**src/rtl/tron_pkg.sv**
```systemverilog
// Shared constants, cell encoding and scheduler state type for the Tron trail-memory controller.
package tron_pkg;

  localparam int GRID_W = 160;
  localparam int GRID_H = 120;
  localparam int ADDR_W = 15;

  localparam logic [1:0] CELL_EMPTY = 2'b00;
  localparam logic [1:0] CELL_P1    = 2'b01;
  localparam logic [1:0] CELL_P2    = 2'b10;

  typedef enum logic [3:0] {
    ST_IDLE,
    ST_CLEAR,
    ST_PLAY,
    ST_RD1,
    ST_RD2,
    ST_EVAL,
    ST_WR1,
    ST_WR2,
    ST_DONE,
    ST_OVER
  } sched_state_t;

endpackage

```
**src/rtl/tron_cell_addr.sv**
```systemverilog
// Maps a head coordinate to a linear trail-memory address and flags whether it lies on the board.
module tron_cell_addr #(
  parameter int GRID_W = tron_pkg::GRID_W,
  parameter int GRID_H = tron_pkg::GRID_H,
  parameter int ADDR_W = tron_pkg::ADDR_W
) (
  input  logic [7:0]        x,
  input  logic [6:0]        y,
  output logic [ADDR_W-1:0] addr,
  output logic              in_bounds
);

  localparam logic [7:0] X_LIM = 8'(GRID_W);
  localparam logic [6:0] Y_LIM = 7'(GRID_H);

  logic [ADDR_W-1:0] x_ext;
  logic [ADDR_W-1:0] y_ext;

  assign x_ext = ADDR_W'(x);
  assign y_ext = ADDR_W'(y);

  // y*160 as two shifts, so no multiplier is needed
  assign addr      = (y_ext << 7) + (y_ext << 5) + x_ext;
  assign in_bounds = (x < X_LIM) && (y < Y_LIM);

endmodule

```
**src/rtl/tron_trail_sched.sv**
```systemverilog
// Sequences the single-port trail BRAM: sweeps it clear on start, then per tick reads both heads,
// decides collisions, writes surviving heads and keeps the sticky loss flags.
//
// state | meaning
// IDLE  | after reset, waiting for start
// CLEAR | writing 00 to every cell, one per cycle
// PLAY  | ready, waiting for tick
// RD1   | read P1 head cell
// RD2   | capture P1 hit, read P2 head cell
// EVAL  | capture P2 hit, resolve losses
// WR1   | write P1 mark if P1 survived
// WR2   | write P2 mark if P2 survived
// DONE  | step_done pulse, flags visible
// OVER  | game finished, flags held
module tron_trail_sched #(
  parameter int GRID_W = tron_pkg::GRID_W,
  parameter int GRID_H = tron_pkg::GRID_H,
  parameter int ADDR_W = tron_pkg::ADDR_W
) (
  input  logic              clk,
  input  logic              resetn,
  input  logic              start,
  input  logic              tick,
  input  logic [7:0]        p1_x,
  input  logic [6:0]        p1_y,
  input  logic [7:0]        p2_x,
  input  logic [6:0]        p2_y,
  output logic [ADDR_W-1:0] mem_addr,
  output logic              mem_we,
  output logic [1:0]        mem_wdata,
  input  logic [1:0]        mem_rdata,
  output logic              ready,
  output logic              step_done,
  output logic              p1_lost,
  output logic              p2_lost,
  output logic              game_over
);

  import tron_pkg::*;

  localparam logic [ADDR_W-1:0] LAST_ADDR = ADDR_W'(GRID_W * GRID_H - 1);

  sched_state_t state, state_nxt;

  logic [7:0] p1_x_q, p2_x_q;
  logic [6:0] p1_y_q, p2_y_q;
  logic [7:0] c1_x, c2_x;
  logic [6:0] c1_y, c2_y;

  logic [ADDR_W-1:0] addr1, addr2;
  logic              inb1, inb2;
  logic              same_cell;

  logic [ADDR_W-1:0] clr_cnt, clr_cnt_nxt;
  logic              hit1_q, hit1_nxt;
  logic              lose1_q, lose1_nxt;
  logic              lose2_q, lose2_nxt;

  logic [ADDR_W-1:0] addr_nxt;
  logic              we_nxt;
  logic [1:0]        wdata_nxt;
  logic              ready_nxt;
  logic              done_nxt;
  logic              p1_lost_nxt, p2_lost_nxt;
  logic              take_tick;

  assign take_tick = (state == ST_PLAY) && tick && !start;

  // In PLAY the live inputs feed the address units so RD1 can issue right after acceptance
  assign c1_x = (state == ST_PLAY) ? p1_x : p1_x_q;
  assign c1_y = (state == ST_PLAY) ? p1_y : p1_y_q;
  assign c2_x = (state == ST_PLAY) ? p2_x : p2_x_q;
  assign c2_y = (state == ST_PLAY) ? p2_y : p2_y_q;

  assign same_cell = (p1_x_q == p2_x_q) && (p1_y_q == p2_y_q);

  tron_cell_addr #(.GRID_W(GRID_W), .GRID_H(GRID_H), .ADDR_W(ADDR_W)) u_addr_p1 (
    .x         (c1_x),
    .y         (c1_y),
    .addr      (addr1),
    .in_bounds (inb1)
  );

  tron_cell_addr #(.GRID_W(GRID_W), .GRID_H(GRID_H), .ADDR_W(ADDR_W)) u_addr_p2 (
    .x         (c2_x),
    .y         (c2_y),
    .addr      (addr2),
    .in_bounds (inb2)
  );

  always_comb begin
    state_nxt   = state;
    addr_nxt    = mem_addr;
    we_nxt      = 1'b0;
    wdata_nxt   = mem_wdata;
    ready_nxt   = 1'b0;
    done_nxt    = 1'b0;
    clr_cnt_nxt = clr_cnt;
    hit1_nxt    = hit1_q;
    lose1_nxt   = lose1_q;
    lose2_nxt   = lose2_q;
    p1_lost_nxt = p1_lost;
    p2_lost_nxt = p2_lost;

    if (start) begin
      state_nxt   = ST_CLEAR;
      addr_nxt    = '0;
      we_nxt      = 1'b1;
      wdata_nxt   = CELL_EMPTY;
      clr_cnt_nxt = LAST_ADDR;
      p1_lost_nxt = 1'b0;
      p2_lost_nxt = 1'b0;
    end else begin
      case (state)
        ST_IDLE: ;
        ST_CLEAR: begin
          if (clr_cnt == '0) begin
            state_nxt   = ST_PLAY;
            ready_nxt   = 1'b1;
            p1_lost_nxt = 1'b0;
            p2_lost_nxt = 1'b0;
          end else begin
            addr_nxt    = mem_addr + 1'b1;
            we_nxt      = 1'b1;
            wdata_nxt   = CELL_EMPTY;
            clr_cnt_nxt = clr_cnt - 1'b1;
          end
        end
        ST_PLAY: begin
          ready_nxt = 1'b1;
          if (take_tick) begin
            state_nxt = ST_RD1;
            ready_nxt = 1'b0;
            if (inb1) addr_nxt = addr1;
          end
        end
        ST_RD1: begin
          state_nxt = ST_RD2;
          if (inb2) addr_nxt = addr2;
        end
        ST_RD2: begin
          state_nxt = ST_EVAL;
          hit1_nxt  = inb1 && (mem_rdata != CELL_EMPTY);
        end
        ST_EVAL: begin
          state_nxt = ST_WR1;
          lose1_nxt = hit1_q || !inb1 || same_cell;
          lose2_nxt = (inb2 && (mem_rdata != CELL_EMPTY)) || !inb2 || same_cell;
          if (!lose1_nxt) begin
            addr_nxt  = addr1;
            we_nxt    = 1'b1;
            wdata_nxt = CELL_P1;
          end
        end
        ST_WR1: begin
          state_nxt = ST_WR2;
          if (!lose2_q) begin
            addr_nxt  = addr2;
            we_nxt    = 1'b1;
            wdata_nxt = CELL_P2;
          end
        end
        ST_WR2: begin
          state_nxt   = ST_DONE;
          done_nxt    = 1'b1;
          p1_lost_nxt = p1_lost | lose1_q;
          p2_lost_nxt = p2_lost | lose2_q;
        end
        ST_DONE: begin
          if (p1_lost || p2_lost) begin
            state_nxt = ST_OVER;
          end else begin
            state_nxt = ST_PLAY;
            ready_nxt = 1'b1;
          end
        end
        ST_OVER: ;
        default: state_nxt = ST_IDLE;
      endcase
    end
  end

  always_ff @(posedge clk or negedge resetn) begin
    if (!resetn) begin
      state     <= ST_IDLE;
      mem_addr  <= '0;
      mem_we    <= 1'b0;
      mem_wdata <= CELL_EMPTY;
      ready     <= 1'b0;
      step_done <= 1'b0;
      p1_lost   <= 1'b0;
      p2_lost   <= 1'b0;
      game_over <= 1'b0;
      clr_cnt   <= '0;
      hit1_q    <= 1'b0;
      lose1_q   <= 1'b0;
      lose2_q   <= 1'b0;
    end else begin
      state     <= state_nxt;
      mem_addr  <= addr_nxt;
      mem_we    <= we_nxt;
      mem_wdata <= wdata_nxt;
      ready     <= ready_nxt;
      step_done <= done_nxt;
      p1_lost   <= p1_lost_nxt;
      p2_lost   <= p2_lost_nxt;
      game_over <= p1_lost_nxt | p2_lost_nxt;
      clr_cnt   <= clr_cnt_nxt;
      hit1_q    <= hit1_nxt;
      lose1_q   <= lose1_nxt;
      lose2_q   <= lose2_nxt;
    end
  end

  always_ff @(posedge clk or negedge resetn) begin
    if (!resetn) begin
      p1_x_q <= '0;
      p1_y_q <= '0;
      p2_x_q <= '0;
      p2_y_q <= '0;
    end else if (take_tick) begin
      p1_x_q <= p1_x;
      p1_y_q <= p1_y;
      p2_x_q <= p2_x;
      p2_y_q <= p2_y;
    end
  end

endmodule

```
**config.mk**
```make
export PLATFORM = sky130hd
export DESIGN_NAME = tron_trail_sched
export DESIGN_NICKNAME = d
export VERILOG_FILES = /design/src/rtl/tron_pkg.sv /design/src/rtl/tron_cell_addr.sv /design/src/rtl/tron_trail_sched.sv
export SDC_FILE = /design/constraint.sdc
export NUM_CORES = 1
export LEC_CHECK = 0
export CORE_ASPECT_RATIO = 1.1
export CORE_MARGIN = 1
export CORE_UTILIZATION = 58
export CTS_CLUSTER_DIAMETER = 50
export DETAILED_ROUTE_END_ITERATION = 8
export HOLD_SLACK_MARGIN = 0.08
export PLACE_DENSITY = 0.82
export RECOVER_POWER = 25
export SLEW_MARGIN = 30
export SYNTH_ARGS = -nofsm -noshare
export SYNTH_HDL_FRONTEND = slang
export SYNTH_HIERARCHICAL = 1
export SYNTH_SLANG_ARGS = --single-unit
export TNS_END_PERCENT = 1
```
**constraint.sdc**
```tcl
create_clock -name clk -period 4.43 [get_ports clk]
set_input_delay 1.329 -clock clk [delete_from_list [all_inputs] [get_ports clk]]
set_output_delay 1.329 -clock clk [all_outputs]
set_load 0.03 [all_outputs]
```
==> reports/metrics.cfg <==
[outcome]
status = complete, but fails checks
failed_checks = max-capacitance violations, max-slew violations

[clocking]
root_buffer = clkbuf_8
cts_resized = 0
cts_max_path_buffers = 2
clock_sinks = 75
cts_inserted_buffers = 9
clk_latency_ns = 0.37
cts_tree = done
post_cts_buffers = 0
h-tree-depth = 3
cts.hold.buffers_added = 0
path_clk_slew_ns = 0.08

[floorplan]
initial_core_util = 0.604
die_w_um = 94.1
dieArea_um2 = 9720
row_count = 36
die_h_um = 103
core_um2 = 8960
ios = 59

[job]
maxCapViolCount = 1

[worst_setup_path]
critPathKind = input port to flip-flop
critPathLaunchType = input port
cp.buffers_inverters = 3
slowest_stage = fa_1
crit_start = p2_y[0]
path_cells = clkdlybuf4s50_1 > mux2_2 > inv_1 > fa_1 > inv_1 > fa_1 > a21oi_1 > nor2_1 > o21ai_0 > a21oi_1 > a221oi_1 > a311oi_1 > o32a_1
worstRegToRegCells = 14
rrSetupSlack_ns = 0.46
arrival_ns = 4.35
required_ns = 4.68
crit_fanout = 2
slowest_delay_ns = 0.55
r2r-end = mem_addr[14]$_DFFE_PN0P_
r2r-start = state[2]$_DFFE_PN0P_
cp_top_family = compound AO/OA/AOI/OAI gates
end_kind = flip-flop

[finish]
final_cells = 723
drive_gt1_frac = 0.192
final_util = 0.699
multi_input_area_um2 = 3280
nFillCells = 704
area_delta_synth_final_pct = 15.7
num_antenna_cells = 0
ff_latch_area_um2 = 1880
nNetsFinal = 672

[min_path]
hp-start = mem_wdata[1]$_DFFE_PN0P_
hp-class = flip-flop to flip-flop
hold_path_end = mem_wdata[1]$_DFFE_PN0P_
worstHoldPathCells = 1

[synthesis]
synth-main-ff-cell = dfrtp_1
synth_area_um2 = 5410
yosys_warnings = 6
synth_top_family_by_area = simple AND/OR/NAND/NOR gates
yosys.area_share.simple = 0.168
synth.top_cell.area_share = 0.347
synth_top_cells_by_area = dfrtp_1 35%, mux2_2 13%, ha_1 6.5%, nand2_1 2.9%, xnor2_1 2.9%
yosysSeqAreaShare = 0.347
synth-edff-count = 0
synth-compound-area-share = 0.167
ys_seq_elements = 75
yosysTopAreaCell = dfrtp_1
synth_adder_area_share = 0.0795
synthArstFlopShare = 1.00
synth_cell_types = 68
synth.mux.area_fraction = 0.133
syn_inst = 555
synthesis.nets = 623
synth_xor_xnor_area_share = 0.0550
syn_avg_cell_area_um2 = 9.75

[drt]
drt_iter0_drc = 283
routed_wl_um = 13700
via_count = 4587
ant_nets = 0
post-route-drc-count = 0
wire_per_inst_um = 19.0
drtPass1Iterations = 5
via_per_inst = 6.34

[sta]
tightest_slew_ns = 1.91
fmax_mhz = 244
slew_violations = 76
skew_ns = 0.0124
period_needed_ns = 4.10
grt_setup_unrepaired = no
period_share = 0.926
slew-limit-headroom = -0.275
finalHoldViolCount = 0
setup_viol_count_final = 0

[power_and_ir_drop]
power.total_w = 0.00316
vdd_drop_max_v = 0.000226
p_leak_nw = 2.81
powerDensity_nw_per_um2 = 504

[placed_design]
gp_congestion = 0.893
dpl.hpwl_um = 10100
portBuffers = 58
place_inst = 707

[global_routing]
grt_pass1_vias = 4485
grt_use_total = 0.302
gr-total-overflow = 0
grt_max_degree = 76
grt_pass1_wl_um = 22200
antenna_found_initial = 0

==> flip-flops by register name, indices dropped and copies added (netlist names) <==
| name | count |
|---|---|
| clr_cnt | 15 |
| mem_addr | 15 |
| p1_x_q | 8 |
| p2_x_q | 8 |
| p1_y_q | 7 |
| p2_y_q | 7 |
| state | 4 |
| mem_wdata | 2 |
| game_over | 1 |
| hit1_q | 1 |
| lose1_q | 1 |
| lose2_q | 1 |
| mem_we | 1 |
| p1_lost | 1 |
| p2_lost | 1 |
| ready | 1 |
| step_done | 1 |
==> per-layer routing <==
layer  GRT usage  routed length, um  up-vias
li1            -                  -     2154
met3      0.0599                724       30
met2       0.510               6870      160
met1       0.375               5800     2243
met5           0                  0        -
met4       0.143                338        0
==> cells by family after synthesis <==
family          after synthesis
buf+inv                      59
simple gates                176
mux                          64
fa+ha+maj                    32
compound gates              115
flops                        75
xor+xnor                     34
==> Yosys cell counts, types with 3 or more instances <==
library cell	n
and3_1	5
nor4_1	5
o211ai_1	7
ha_1	28
nor2b_1	6
mux2_2	64
nand4_1	5
a21oi_1	21
or4_1	4
nand3_1	19
o31ai_1	3
a31o_2	4
a221o_1	7
a22oi_1	3
a32o_1	8
and4_1	3
o21ai_0	16
a221oi_1	6
a211oi_1	4
xnor2_1	18
inv_1	24
o22ai_1	3
nand2_1	42
clkbuf_1	21
nor2_1	40
a311o_1	3
a21oi_2	4
dfrtp_1	75
a222oi_1	3
xor2_1	16
nor3_1	23
buf_4	10
o32a_1	4
nand2b_1	5
fa_1	4
==> stage by stage <==
step	setup WS (ns)	TNS (ns)	cell area, um^2	hold slack (ns)
6_report	0.328	0	6260	0.530
5_1_grt	0.135	0	6260	0.552
3_5_place_dp	-0.00390	-0.00390	6080	0.513
3_3_place_gp	0.0307	0	6070	0.481
4_1_cts	0.360	0	6260	0.532
2_1_floorplan	0.693	0	5410	0.464
==> worst max-delay path by stage <==
stage	end	cells past startpoint
global placement	mem_addr[14]$_DFFE_PN0P_	13
floorplan	mem_addr[14]$_DFFE_PN0P_	15
global route	mem_addr[14]$_DFFE_PN0P_	13
finish	mem_addr[14]$_DFFE_PN0P_	13
CTS	mem_addr[14]$_DFFE_PN0P_	13
detailed placement	mem_addr[14]$_DFFE_PN0P_	13
==> where the power goes <==
group | switching (W) | internal [W]
clock | 0.000280 | 0.000235
combinational | 0.000951 | 0.000714
sequential | 0.000153 | 0.000823
total | 0.00138 | 0.00177
==> cells in the final DEF, fill, tap and decap left out, types with 4 or more instances in the layout <==
| cell | Yosys | layout |
|---|---|---|
| a21oi_2 | 4 | 4 |
| a21oi_1 | 21 | 21 |
| xnor2_1 | 18 | 18 |
| fa_1 | 4 | 4 |
| xor2_1 | 16 | 16 |
| a211oi_1 | 4 | 4 |
| inv_1 | 24 | 24 |
| nor2_1 | 40 | 40 |
| a31o_2 | 4 | 4 |
| a32o_1 | 8 | 8 |
| ha_1 | 28 | 28 |
| nor3_1 | 23 | 23 |
| nor2b_1 | 6 | 6 |
| o211ai_1 | 7 | 7 |
| mux2_2 | 64 | 64 |
| nand4_1 | 5 | 5 |
| clkbuf_8 | 0 | 11 |
| nand2b_1 | 5 | 5 |
| nand3_1 | 19 | 19 |
| o32a_1 | 4 | 4 |
| or4_1 | 4 | 4 |
| dfrtp_1 | 75 | 75 |
| a221o_1 | 7 | 7 |
| clkdlybuf4s50_1 | 0 | 57 |
| o21ai_0 | 16 | 16 |
| a221oi_1 | 6 | 6 |
| nor4_1 | 5 | 5 |
| nand2_1 | 42 | 42 |
| buf_4 | 10 | 15 |
| and3_1 | 5 | 5 |
==> cell type report <==
cell class / count / area share
timing repair buffer: 73 / 0.110
multi-input combinational: 421 / 0.523
clock inverter: 5 / 0.00559
clock buffer: 11 / 0.0242
inverter: 24 / 0.0144
sequential: 75 / 0.300
tap: 114 / 0.0228
Power figures use the tool's default switching activity.
